<file path="config.mk">
export PLATFORM = sky130hd
export DESIGN_NAME = fetch_unit
export DESIGN_NICKNAME = d
export VERILOG_FILES = /design/src/rtl/fetch_unit.sv
export SDC_FILE = /design/constraint.sdc
export NUM_CORES = 1
export LEC_CHECK = 0
export ABC_AREA = 1
export CAP_MARGIN = 10
export CORE_ASPECT_RATIO = 0.9
export CORE_MARGIN = 3
export CORE_UTILIZATION = 30
export DETAILED_ROUTE_END_ITERATION = 6
export HOLD_SLACK_MARGIN = 0.02
export PLACE_DENSITY = 0.48
export SYNTH_ARGS = -nofsm -noshare
export SYNTH_HDL_FRONTEND = slang
export SYNTH_SLANG_ARGS = --single-unit
</file>
<file path="constraint.sdc">
create_clock -name clk -period 7.2 [get_ports clk]
set_clock_uncertainty 0.05 [all_clocks]
set_input_delay 1.08 -clock clk [delete_from_list [all_inputs] [get_ports clk]]
set_output_delay 1.08 -clock clk [all_outputs]
set_load 0.02 [all_outputs]
</file>
<file path="src/rtl/fetch_unit.sv">
// rtl/fetch_unit.sv - instruction-fetch stage with PC register and 2-bit-counter BTB
//
// Purpose: owns the PC, drives the instruction-memory address and presents the
// fetched instruction, its PC and PC+1 to the IF/ID register. A direct-mapped
// BTB of 2-bit saturating counters predicts direction and target. Execute-stage
// branch resolutions train the BTB, and a mispredict redirect restarts fetch
// while flushF tells IF/ID to discard the wrong-path instruction.
//
// Ports:
//   clk, reset                      clock (rising edge), async active-high reset
//   stall                           hold the PC
//   imem_addr / imem_rdata          combinational instruction-memory read
//   instructionFetch, pcF, pcPlus1F fetched instruction, its PC, PC+1 (wrapping)
//   predTakenF, predTargetF         BTB prediction for pcF
//   resolve_valid/pc/taken/target   branch outcome from execute, trains the BTB
//   redirect_valid, redirect_pc     mispredict restart (beats stall)
//   flushF                          IF/ID flush, equal to redirect_valid

module fetch_unit #(
    parameter int              PC_W     = 6,
    parameter int              INSTR_W  = 32,
    parameter int              IDX_W    = 4,
    parameter logic [PC_W-1:0] RESET_PC = '0
) (
    input  logic               clk,
    input  logic               reset,
    input  logic               stall,
    output logic [PC_W-1:0]    imem_addr,
    input  logic [INSTR_W-1:0] imem_rdata,
    output logic [INSTR_W-1:0] instructionFetch,
    output logic [PC_W-1:0]    pcF,
    output logic [PC_W-1:0]    pcPlus1F,
    output logic               predTakenF,
    output logic [PC_W-1:0]    predTargetF,
    input  logic               resolve_valid,
    input  logic [PC_W-1:0]    resolve_pc,
    input  logic               resolve_taken,
    input  logic [PC_W-1:0]    resolve_target,
    input  logic               redirect_valid,
    input  logic [PC_W-1:0]    redirect_pc,
    output logic               flushF
);

    localparam int ENTRIES = 1 << IDX_W;
    localparam int TAG_W   = PC_W - IDX_W;

    logic [PC_W-1:0]  pc;
    logic [PC_W-1:0]  pc_next;

    logic             btb_valid  [ENTRIES];
    logic [TAG_W-1:0] btb_tag    [ENTRIES];
    logic [PC_W-1:0]  btb_target [ENTRIES];
    logic [1:0]       btb_ctr    [ENTRIES];

    logic [IDX_W-1:0] look_idx;
    logic [TAG_W-1:0] look_tag;
    logic             look_hit;

    logic [IDX_W-1:0] res_idx;
    logic [TAG_W-1:0] res_tag;
    logic             res_hit;

    // Lookup for the PC being fetched; reads the array before any update
    // landing on the same edge, so a same-index resolve is seen next cycle.
    assign look_idx = pc[IDX_W-1:0];
    assign look_tag = pc[PC_W-1:IDX_W];
    assign look_hit = btb_valid[look_idx] && (btb_tag[look_idx] == look_tag);

    assign res_idx  = resolve_pc[IDX_W-1:0];
    assign res_tag  = resolve_pc[PC_W-1:IDX_W];
    assign res_hit  = btb_valid[res_idx] && (btb_tag[res_idx] == res_tag);

    assign imem_addr        = pc;
    assign pcF              = pc;
    assign pcPlus1F         = pc + PC_W'(1);
    assign instructionFetch = imem_rdata;
    assign predTakenF       = look_hit && btb_ctr[look_idx][1];
    assign predTargetF      = btb_target[look_idx];
    assign flushF           = redirect_valid;

    // Redirect wins over stall: the wrong-path instruction held by a stall is
    // exactly what the flush discards.
    always_comb begin
        pc_next = pcPlus1F;
        if (redirect_valid) begin
            pc_next = redirect_pc;
        end else if (stall) begin
            pc_next = pc;
        end else if (predTakenF) begin
            pc_next = predTargetF;
        end
    end

    always_ff @(posedge clk or posedge reset) begin
        if (reset) begin
            pc <= RESET_PC;
        end else begin
            pc <= pc_next;
        end
    end

    // BTB training runs regardless of stall/redirect: the resolution comes
    // from execute and is valid whatever fetch is doing.
    always_ff @(posedge clk or posedge reset) begin
        if (reset) begin
            for (int i = 0; i < ENTRIES; i++) begin
                btb_valid[i]  <= 1'b0;
                btb_tag[i]    <= '0;
                btb_target[i] <= '0;
                btb_ctr[i]    <= 2'b01;
            end
        end else if (resolve_valid) begin
            if (res_hit) begin
                if (resolve_taken) begin
                    if (btb_ctr[res_idx] != 2'b11) begin
                        btb_ctr[res_idx] <= btb_ctr[res_idx] + 2'b01;
                    end
                    btb_target[res_idx] <= resolve_target;
                end else if (btb_ctr[res_idx] != 2'b00) begin
                    btb_ctr[res_idx] <= btb_ctr[res_idx] - 2'b01;
                end
            end else if (resolve_taken) begin
                // New entries start weakly taken so the next visit predicts taken.
                btb_valid[res_idx]  <= 1'b1;
                btb_tag[res_idx]    <= res_tag;
                btb_target[res_idx] <= resolve_target;
                btb_ctr[res_idx]    <= 2'b10;
            end
        end
    end

endmodule

</file>
==> results of run 1 <==
worst min path at each step:
stage | from | end | slack, ps | depth (start not counted)
after global placement | btb_valid[15] | btb_valid[15] | 400 | 2
after global routing | btb_ctr[10] | btb_ctr[10] | 430 | 2
after detailed placement | btb_valid[15] | btb_valid[15] | 410 | 2
final | btb_ctr[10] | btb_ctr[10] | 420 | 2
after floorplan | btb_valid[11] | btb_valid[11] | 380 | 2
after CTS | btb_ctr[10] | btb_ctr[10] | 420 | 2
registers in the layout, indices dropped and copies added, names as in the netlist:
name,cells
imem_addr,6
btb_valid,16
btb_ctr,32
btb_target,96
btb_tag,32
worst max-delay path, stage by stage:
cell and delay, ps:
clkdlybuf4s50_1 830, inv_2 240, nor2_1 660, inv_1 230, o22ai_1 160, o21ai_0 100, nand4_1 140, inv_1 50
ha_1 220, o21ai_4 860, buf_4 340, nand3_1 90, nand2_1 90, nand2_1 50
cells by family (layout without fill, tap and decap cells):
group           count (synthesis)  count (layout)  share of synthesized area
fa+ha+maj                       3               3                    0.00376
compound gates                289             289                      0.156
buf+inv                       205             182                     0.0989
xor+xnor                        5               5                    0.00438
flops                         182             182                      0.458
simple gates                  661             661                      0.279
power groups by stage:
stage / combinational, uW / clock [uW] / sequential (uW)
floorplan: 629 / 0 / 1340
global placement: 854 / 0 / 1390
detailed placement: 859 / 0 / 1390
CTS: 860 / 953 / 1370
global route: 977 / 994 / 1400
finish: 853 / 934 / 1380
cells in the mapped netlist, drive strengths merged:
master	n
a21oi	19
a22oi	14
a31oi	1
buf	67
clkbuf	47
clkinv	2
dfrtp	166
dfstp	16
ha	3
inv	89
nand2	436
nand3	65
nand3b	3
nand4	40
nor2	114
nor3	1
o211ai	9
o21a	2
o21ai	221
o221ai	7
o22ai	16
or2	2
xor2	5
per-layer routing:
layer / up-vias / track usage / routed length [um]
met1: 4177 / 0.266 / 15500
met3: 40 / 0.0380 / 1570
met4: 0 / 0.0554 / 615
met5: - / 0 / 0
met2: 221 / 0.283 / 14000
li1: 4297 / - / -
stage by stage:
| stage | cell area [sq um] | total power [uW] | hold WS (ps) | setup slack (ps) | util |
|---|---|---|---|---|---|
| after floorplan | 9990 | 1970 | 378 | 1150 | - |
| after global placement | 10500 | 2250 | 400 | 2030 | 0.323 |
| after detailed placement | 10500 | 2250 | 405 | 1920 | 0.323 |
| after CTS | 11000 | 3190 | 417 | 2380 | 0.340 |
| after global routing | 11000 | 3370 | 434 | 1920 | 0.340 |
| final | 11000 | 3160 | 418 | 2340 | 0.340 |
layout make-up:
type | count | area [sq um] | share of cell area
Tap cell | 416 | 520 | 0.0473
Clock inverter | 13 | 124 | 0.0113
Clock buffer | 19 | 433 | 0.0393
Inverter | 91 | 349 | 0.0317
Timing Repair Buffer | 59 | 566 | 0.0514
Multi-Input combinational cell | 958 | 4440 | 0.403
Sequential cell | 182 | 4580 | 0.416
placed cells by master (no fill, tap or decap), types with 17 or more instances in the layout:
| master | instances |
|---|---|
| clkdlybuf4s50_1 | 49 |
| dfrtp_1 | 164 |
| nand2_1 | 431 |
| a21oi_1 | 19 |
| nand4_1 | 39 |
| o21ai_0 | 205 |
| clkbuf_16 | 17 |
| nand3_1 | 58 |
| nor2_1 | 106 |
| inv_1 | 85 |
==> metrics list, run 1 <==
- The worst register-to-register path has a setup slack of ~4300 ps.
- The clock reaches the later pin of the worst-skew pair after ~450 ps.
- P_leak: about 0.005 uW
- Number of buffers inserted by post-CTS setup repair: 0
- Library cell used as clock root buffer: clkbuf_16
- RSZ-0062 raised after global routing: false
* Final number of hold-violating endpoints: 0
- For this design, the CTS-stage hold fixing added 0 buffers.
- Crit Path Max Fanout: between 40 and 50
- Counting the fill cells in the layout gives around 3400.
- In this run the horizontal extent of the chip is 198 um.
- The initial antenna violation count is 0.
- Die Footprint: between 30000 and 40000 sq um
- Number of top-level pins: around 110
- Number of buffer cells added on primary ports: a little under 50
* WS Path Type: in2reg
- Top cell type's share of synthesized area: 0.416
- Number of clock sinks: 182
- At the worst endpoint, the required time is about 7500 ps.
* Remaining Overflow, GRT: 0
- The run finished with clean final reports.
- Setup TNS Final: 0 ps
- The repair_antennas step left the layout with diodes totalling 0.
- DRC Markers: 0
- Minimum clock period after layout: approximately 4900 ps
- The worst setup path is captured at a flop.
- Relative slew margins: 0.266
- Starting Density: 0.309
- Clk network pwr share: 0.295
- The H-tree generated during clock tree synthesis spans 4 levels.
- Clock tree synthesis inserted a total of 17 buffers.
- The share of total power dissipated in sequential elements is 0.435.
- For this run, the number of Yosys warnings is 0.
- The worst register-to-register path ends at btb_ctr[15].
- Power spread over the standard cell area amounts to between 200 and 300 nW/um^2.
* Number of nets in the synthesized netlist: between 1000 and 1500
- The netlist uses 36 different library cells.
- Count of nets left with antenna violations after detail routing: 0
* Largest area contributor in the synthesized netlist: dfrtp_1
- For the worst setup path, the data arrival time is between 5000 and 6000 ps.
- RR Startpoint: btb_ctr[24]
- Netlist area before placement: 9990 sq um
- First-pass GRT wire length: around 51000 um
- GPL Wtd Cong: 0.846
- The core region is 32300 sq um.
- VDD sags by at most ~150 uV.
- The tool flagged a number of max-cap violations equal to 0.
* Final period utilization: 0.676
* Number of vias per cell after detailed routing: about 5
- Switching power share of the total: 0.364
* Placement Rows: 62
- The via count of the first global-routing pass was 8498.
- Share of cells above drive strength 1: 0.0651
- Combinational share of power: 0.270
* Post-synthesis cell count: 1345
* Capturing instance or port of the critical path: btb_ctr[15]
- STA classifies the critical path startpoint as an input port.
* DPL Wire Length: about 21000 um
- From synthesis to final layout, the design area changed by 10.2%.
- Setup violations remaining at the end of the flow were counted as 0.
- Chip Height: ~180 um
- For the worst flop-to-flop path, the logic depth is 11.
- Vias after detailed routing: 8735
- The number of gates resized after CTS was 0.
- At the pin with the least slew margin, the transition time is 1100 ps.
- By area the synthesized netlist is led by dfrtp_1 42%, nand2_1 16%, o21ai_0 10%.
- All-Layer GR Usage: 0.186
- For this run, the top clock speed supported by timing is slightly above 0.2 GHz.
- The most critical setup path has its startpoint at resolve_pc[1].
* Net switching power: ~1200 uW
* Final Net Count: ~1400
- The finished layout holds around 1700 standard cells, fillers aside.
- Buffer levels on the longest clock path: 2
- Internal power summed over all cells: ~2000 uW
- Mean cell area of the mapped netlist: 7.43 sq um
- Total Routed Length: roughly 32000 um
- Classification of the worst-slack hold path: reg2reg
- After detailed placement, the design holds a cell count of approximately 1700.
* TritonCTS clock tree: yes
* Clock edge transition at the registers on the reported setup and hold paths: around 80 ps
* 1st-pass router iterations: 5
- Max-slew violation total from the final report: 0
- In this run, synthesis produced a sequential element count of roughly 180.
- In the final routed layout, each cell accounts on average for roughly 18 um.
- Maximum number of pins on one net before global-route repair: 130
- For this run, the register share of the synthesized area comes to 0.458.
- For this block, the initial DRC count from the detailed router was roughly 640.
No activity file was read; power rests on OpenSTA's default activity.
==> run 2, diff against run 1 <==
- clock period: 7.2 -> 4.7 ns (I/O delays scaled with it)
==> metrics list, run 2 (synthesis results as in run 1) <==
* Hold Path Stages: 2
- TritonCTS clock tree: yes
* Areal power density over the cells: between 400 and 500 nW/um^2
* Starting Density: 0.309
- In the global route stage, overall resource usage came out at 0.181.
- Number of buffers inserted by post-CTS setup repair: 0
* Transition time at the pin with the least slew margin: between 800 and 900 ps
- Cells along the critical path: buf_4, o21ai_0, o22ai_1, nand2_1, nand2_1, inv_1, nand3_1, nand2_1, nor2_2, nand2_1, inv_1, clkdlybuf4s50_1
* 1st-pass router iterations: 5
- Final period utilization: 0.882
- In this run the most critical hold path is launched from btb_ctr[12].
- For this run, the post-layout net count is between 1000 and 1500.
* RSZ-0062 raised after global routing: false
- DPL Wire Length: ~21000 um
- Maximum number of pins on one net before global-route repair: ~110
- P_leak: roughly 0.0051 uW
* Startpoint type of the worst setup path: flop
* Data required time of the worst path: a little under 4000 ps
* RR Startpoint: btb_ctr[6]
- GPL Wtd Cong: about 0.82
- The final count of hold timing violations is 0.
* Critical register-to-register path endpoint: btb_ctr[9]
- VDD sags by at most 264 uV.
- H-tree Lvls: 4
- Sink of the worst hold path: btb_ctr[12]
- Biggest register: btb_target
- The routed layout has roughly 8700 vias.
- After layout, the minimum clock period comes to between 4000 and 5000 ps.
* Final Util: 0.346
- The final layout contains routed wiring with a total length of approximately 31000 um.
- Clock tree synthesis inserted a total of 17 buffers.
- Counting stages on the worst path, the most repeated cell is nand2_1.
- For the worst-skew pair, the clock arrives at the later sink with an insertion delay of between 400 and 500 ps.
* Library cell used as clock root buffer: clkbuf_16
- The die covers 35500 sq um.
- Critical Path AT: 3390 ps
* Most frequent cells in the layout: 431 x nand2_1, 205 x o21ai_0, 164 x dfrtp_1
- The tool flagged a number of max-cap violations equal to 0.
- WS Path Type: reg2out
- Flip-flop count of the largest register after layout: between 90 and 100
- Biggest cell delay along the critical path: around 600 ps
- From bottom edge to top edge, the die measures roughly 180 um.
- Counting every sink on the clock net gives 182.
- For this run, design rule violations remaining after detail routing come to 0.
- The largest registers in the layout are btb_target: 96 flops, btb_ctr: 32 flops, btb_tag: 32 flops.
* Most frequent standard cell in the layout excluding fill and tap cells: nand2_1
- First-pass GRT wire length: 49300 um
* Relative slew margins: 0.422
- The number of hold buffers added after CTS was 0.
- Clock-pin slew was measured on the worst setup and hold paths at about 70 ps.
- Depth of the worst register-to-register path: 10
* Remaining Overflow, GRT: 0
- On the critical path, the stage with the largest delay is an instance of clkdlybuf4s50_1.
- Final Cell Area: approximately 11000 sq um
* Run status: complete, no violations
- In this run, the number of DRC markers left after iteration 0 of detailed routing was ~640.
- Number of vias per cell after detailed routing: between 4 and 5
* Antenna diodes: 0
* Number of buffer cells added on primary ports: 49
* Max Clk Rate: approximately 0.24 GHz
* Classification of the worst-slack hold path: reg2reg
- Buffer levels on the longest clock path: 2
- Compared with the post-synthesis result, the final layout area differs by 11.9%.
- In this run the cell area measured after placement is 10600 sq um.
* Minimum setup slack among reg-to-reg paths: 1990 ps
- In this run the worst path has a maximum fanout of between 50 and 60.
- Once the clock tree was built, the resizer swapped 0 gates to a different size.
- The floorplan has just over 60 rows.
- The floorplan step set the die width to slightly below 200 um.
* Setup TNS Final: 0 ps
- After detailed routing, the average wire length per cell comes to between 15 and 20 um.
- Share of cells above drive strength 1: 0.0722
* Placeable core region: 32300 sq um
- Once detail routing completed, the nets flagged for antenna violations numbered 0.
* Endpoint class of the critical path: output port
- The final count of pins violating max slew came to 0.
- Setup violations remaining at the end of the flow were counted as 0.
- approximately 110 I/O pins were placed.
- Number of antenna violations at the first check in global routing: 0
- The via count of the first global-routing pass came to 8274.
-- run 2: cell type report --
type	count	area, sq um
tap	416	520
clock inverter	15	195
multi-input combinational	958	4440
timing repair buffer	67	676
inverter	91	345
sequential	182	4580
clock buffer	17	425
fill	3481	21200
-- run 2: worst max-delay path: cells and delay by family, from the launching register on --
| kind | cells | cell delay, ps |
|---|---|---|
| buf+inv | 4 | 1290 |
| simple gates | 6 | 840 |
| compound gates | 2 | 440 |
| flops | 1 | 360 |
-- run 2: worst max path at each step --
stage / slack [ps] / end / startpoint / depth (start not counted)
after CTS: 550 / predTakenF / imem_addr[1] / 13
after floorplan: 1610 / btb_ctr[17] / resolve_pc[0] / 15
after detailed placement: 300 / btb_ctr[9] / resolve_pc[0] / 13
after global routing: 240 / predTakenF / imem_addr[1] / 12
after global placement: 530 / btb_ctr[31] / resolve_pc[0] / 13
final: 550 / predTakenF / imem_addr[1] / 12
-- run 2: stage by stage --
stage | setup WS [ps] | hold slack (ps) | power, uW | instances
3_3_place_gp | 527 | 404 | 3450 | 1714
4_1_cts | 550 | 419 | 4990 | 1746
2_1_floorplan | 1610 | 378 | 3020 | 1345
6_report | 555 | 416 | 4960 | 1746
5_1_grt | 244 | 429 | 5260 | 1746
3_5_place_dp | 304 | 407 | 3460 | 1714
-- run 2: power breakdown --
part / internal [uW] / leakage [uW] / switching, uW
logic: 472 / 0.00262 / 856
registers: 1880 / 0.00223 / 217
clock network: 807 / 0.000284 / 722
-- run 2: metal layers --
layer | routed length, um | global-route usage | vias to the layer above
met5 | 0 | 0 | -
met4 | 582 | 0.0548 | 0
met3 | 1620 | 0.0374 | 39
met2 | 14000 | 0.273 | 182
met1 | 15300 | 0.261 | 4176
li1 | - | - | 4318
==> run 3, diff against run 2 <==
- CORE_UTILIZATION: 30 -> 55
- PLACE_DENSITY: 0.48 -> 0.78
==> metrics list, run 3 (synthesis results as in run 1) <==
- For this block, the via count after detailed routing is ~9100.
- For this configuration, the core starts out at a cell density of 0.564.
- Max-slew violation total from the final report: 0
- After floorplanning, the core was sized to cover around 18000 sq um.
* Buffer levels on the longest clock path: 2
- The clock drives 182 sinks.
- The floorplan step defined a die boundary enclosing between 15000 and 20000 sq um.
- Number of hold buffers added after CTS: 0
- Setup violations remaining at the end of the flow were counted as 0.
- RSZ-0062 raised after global routing: false
- Final Util: 0.613
* Biggest register: btb_target
* Areal power density over the cells: 445 nW/um^2
- The initial antenna violation count is 0.
- Antenna diodes: 0
- RR Startpoint: imem_addr[3]
- Final Net Count: roughly 1400
- The critical path is of the reg2out type.
- The detailed router finished its first iteration with approximately 930 violations.
* Insertion delay of the later-clocked pin in the worst-skew pair: around 430 ps
- Max Cap Viol: 0
* Crit Path Max Fanout: 13
- Data required time of the worst path: between 3000 and 4000 ps
- In the routed design, unresolved DRC markers number 0.
- Summed over all failing endpoints, the final setup total negative slack is 0 ps.
- TritonCTS built the clock tree.
* DPL Wire Length: 18200 um
- After clock tree synthesis, the clock-pin slew on the worst setup and hold paths is about 70 ps.
- First-pass GRT wire length: approximately 44000 um
* Run status: complete, no violations
- Classification of the worst-slack hold path: reg2reg
- Area grow syn2layout: 8.80%
- The worst-case IR drop observed on VDD is approximately 330 uV.
- Final period utilization: 0.898
* Share of cells above drive strength 1: 0.0693
* Largest registers: btb_target: 96 flops, btb_ctr: 32 flops, btb_tag: 32 flops
* Total Routed Length: ~27000 um
* Critical Path AT: roughly 3500 ps
- Critical Path Start: imem_addr[3]
- Routed length per placed instance: 17.4 um
- Endpoint class of the critical path: output port
- The number of setup buffers added after CTS is 0.
- At the end of routability-driven placement, the weighted congestion stood at 0.908.
* Remaining Overflow, GRT: 0
- Final number of hold-violating endpoints: 0
- STA classifies the critical path startpoint as a flop.
- Most frequent standard cell in the layout excluding fill and tap cells: nand2_1
- Power Total: approximately 4800 uW
* Library cell used as clock root buffer: clkbuf_16
- For this run, the detailed router's first-pass iteration total came to 6.
- For the finished layout, the period the worst path requires is around 4200 ps.
- The via count of the first global-routing pass came to roughly 8500.
- Placement Rows: 46
- Number of vias per cell after detailed routing: 5.79
- The die is 134 um tall.
* Num CTS Buffers: 17
- Count of nets left with antenna violations after detail routing: 0
- Number of cells upsized or downsized after cts: 0
- Maximum number of pins on one net before global-route repair: 183
- Number of buffer cells added on primary ports: 49
* All-Layer GR Usage: 0.278
- P_leak: ~0.0051 uW
- The H-tree generated during clock tree synthesis spans 4 levels.
- Max Clk Rate: approximately 0.24 GHz
- Relative slew margins: 0.293
* Most frequent cells in the layout: 431 x nand2_1, 205 x o21ai_0, 165 x dfrtp_1
* Start point of the worst hold path: btb_valid[11]
- Transition time at the pin with the least slew margin: ~1100 ps
* Die Span X: around 150 um
- For this design the top-level I/O count stands at ~110.
* Flip-flop count of the largest register after layout: 96
## run 3: changes by cell type in the layout (fill, tap and decap cells not counted), sizes merged
cell      change
buf           -2
inv           +3
clkbuf        +2
clkinvlp      -4
clkinv        -1
bufinv        -1
## run 3: final cells by class
type / count / area [sq um]
fillers: 1603 / 6860
flip-flops and latches: 182 / 4580
multi-input cells: 958 / 4440
repair buffers: 65 / 623
clock buffers: 19 / 453
inverters: 91 / 345
well taps: 240 / 300
clock inverters: 12 / 134
## run 3: worst paths after layout
| check | to | slack (ps) | cells past startpoint |
|---|---|---|---|
| worst min register to register | btb_valid[11] | 410 | 2 |
| worst min-delay path | btb_valid[11] | 410 | 2 |
| worst max-delay path | predTakenF | 480 | 11 |
| max in group asynchronous | imem_addr[0] | 2900 | 3 |
| worst max register to register | imem_addr[1] | 1940 | 13 |
| min in group asynchronous | btb_target[13] | 760 | 3 |
## run 3: critical path, stage by stage (launching register included)
cell and delay [ps]:
dfrtp_1 430, inv_1 300, nor2_1 640, nand2_1 170
nand2_1 100, inv_1 50, nand3_1 60, nand2_1 70
nor2_2 260, nand2_1 250, inv_1 100, clkdlybuf4s50_1 600
## run 3: power by group
group	internal (uW)	switching, uW	total [uW]
sequential	1880	239	2120
combinational	463	818	1280
clock	776	658	1430
## run 3: per-layer routing
metal | vias to the layer above | track usage | wire (um)
met5 | - | 0 | 0
met4 | 0 | 0.101 | 792
met3 | 65 | 0.0723 | 2270
met2 | 411 | 0.437 | 12800
met1 | 4282 | 0.375 | 11400
li1 | 4313 | - | -
## run 3: per-stage QoR
| stage | hold slack, ps | std cells | area, sq um | setup slack (ps) |
|---|---|---|---|---|
| floorplan | 378 | 1345 | 9990 | 1610 |
| global placement | 396 | 1536 | 10300 | 543 |
| detailed placement | 399 | 1536 | 10300 | 349 |
| CTS | 414 | 1567 | 10900 | 530 |
| global route | 440 | 1567 | 10900 | 205 |
| finish | 411 | 1567 | 10900 | 478 |
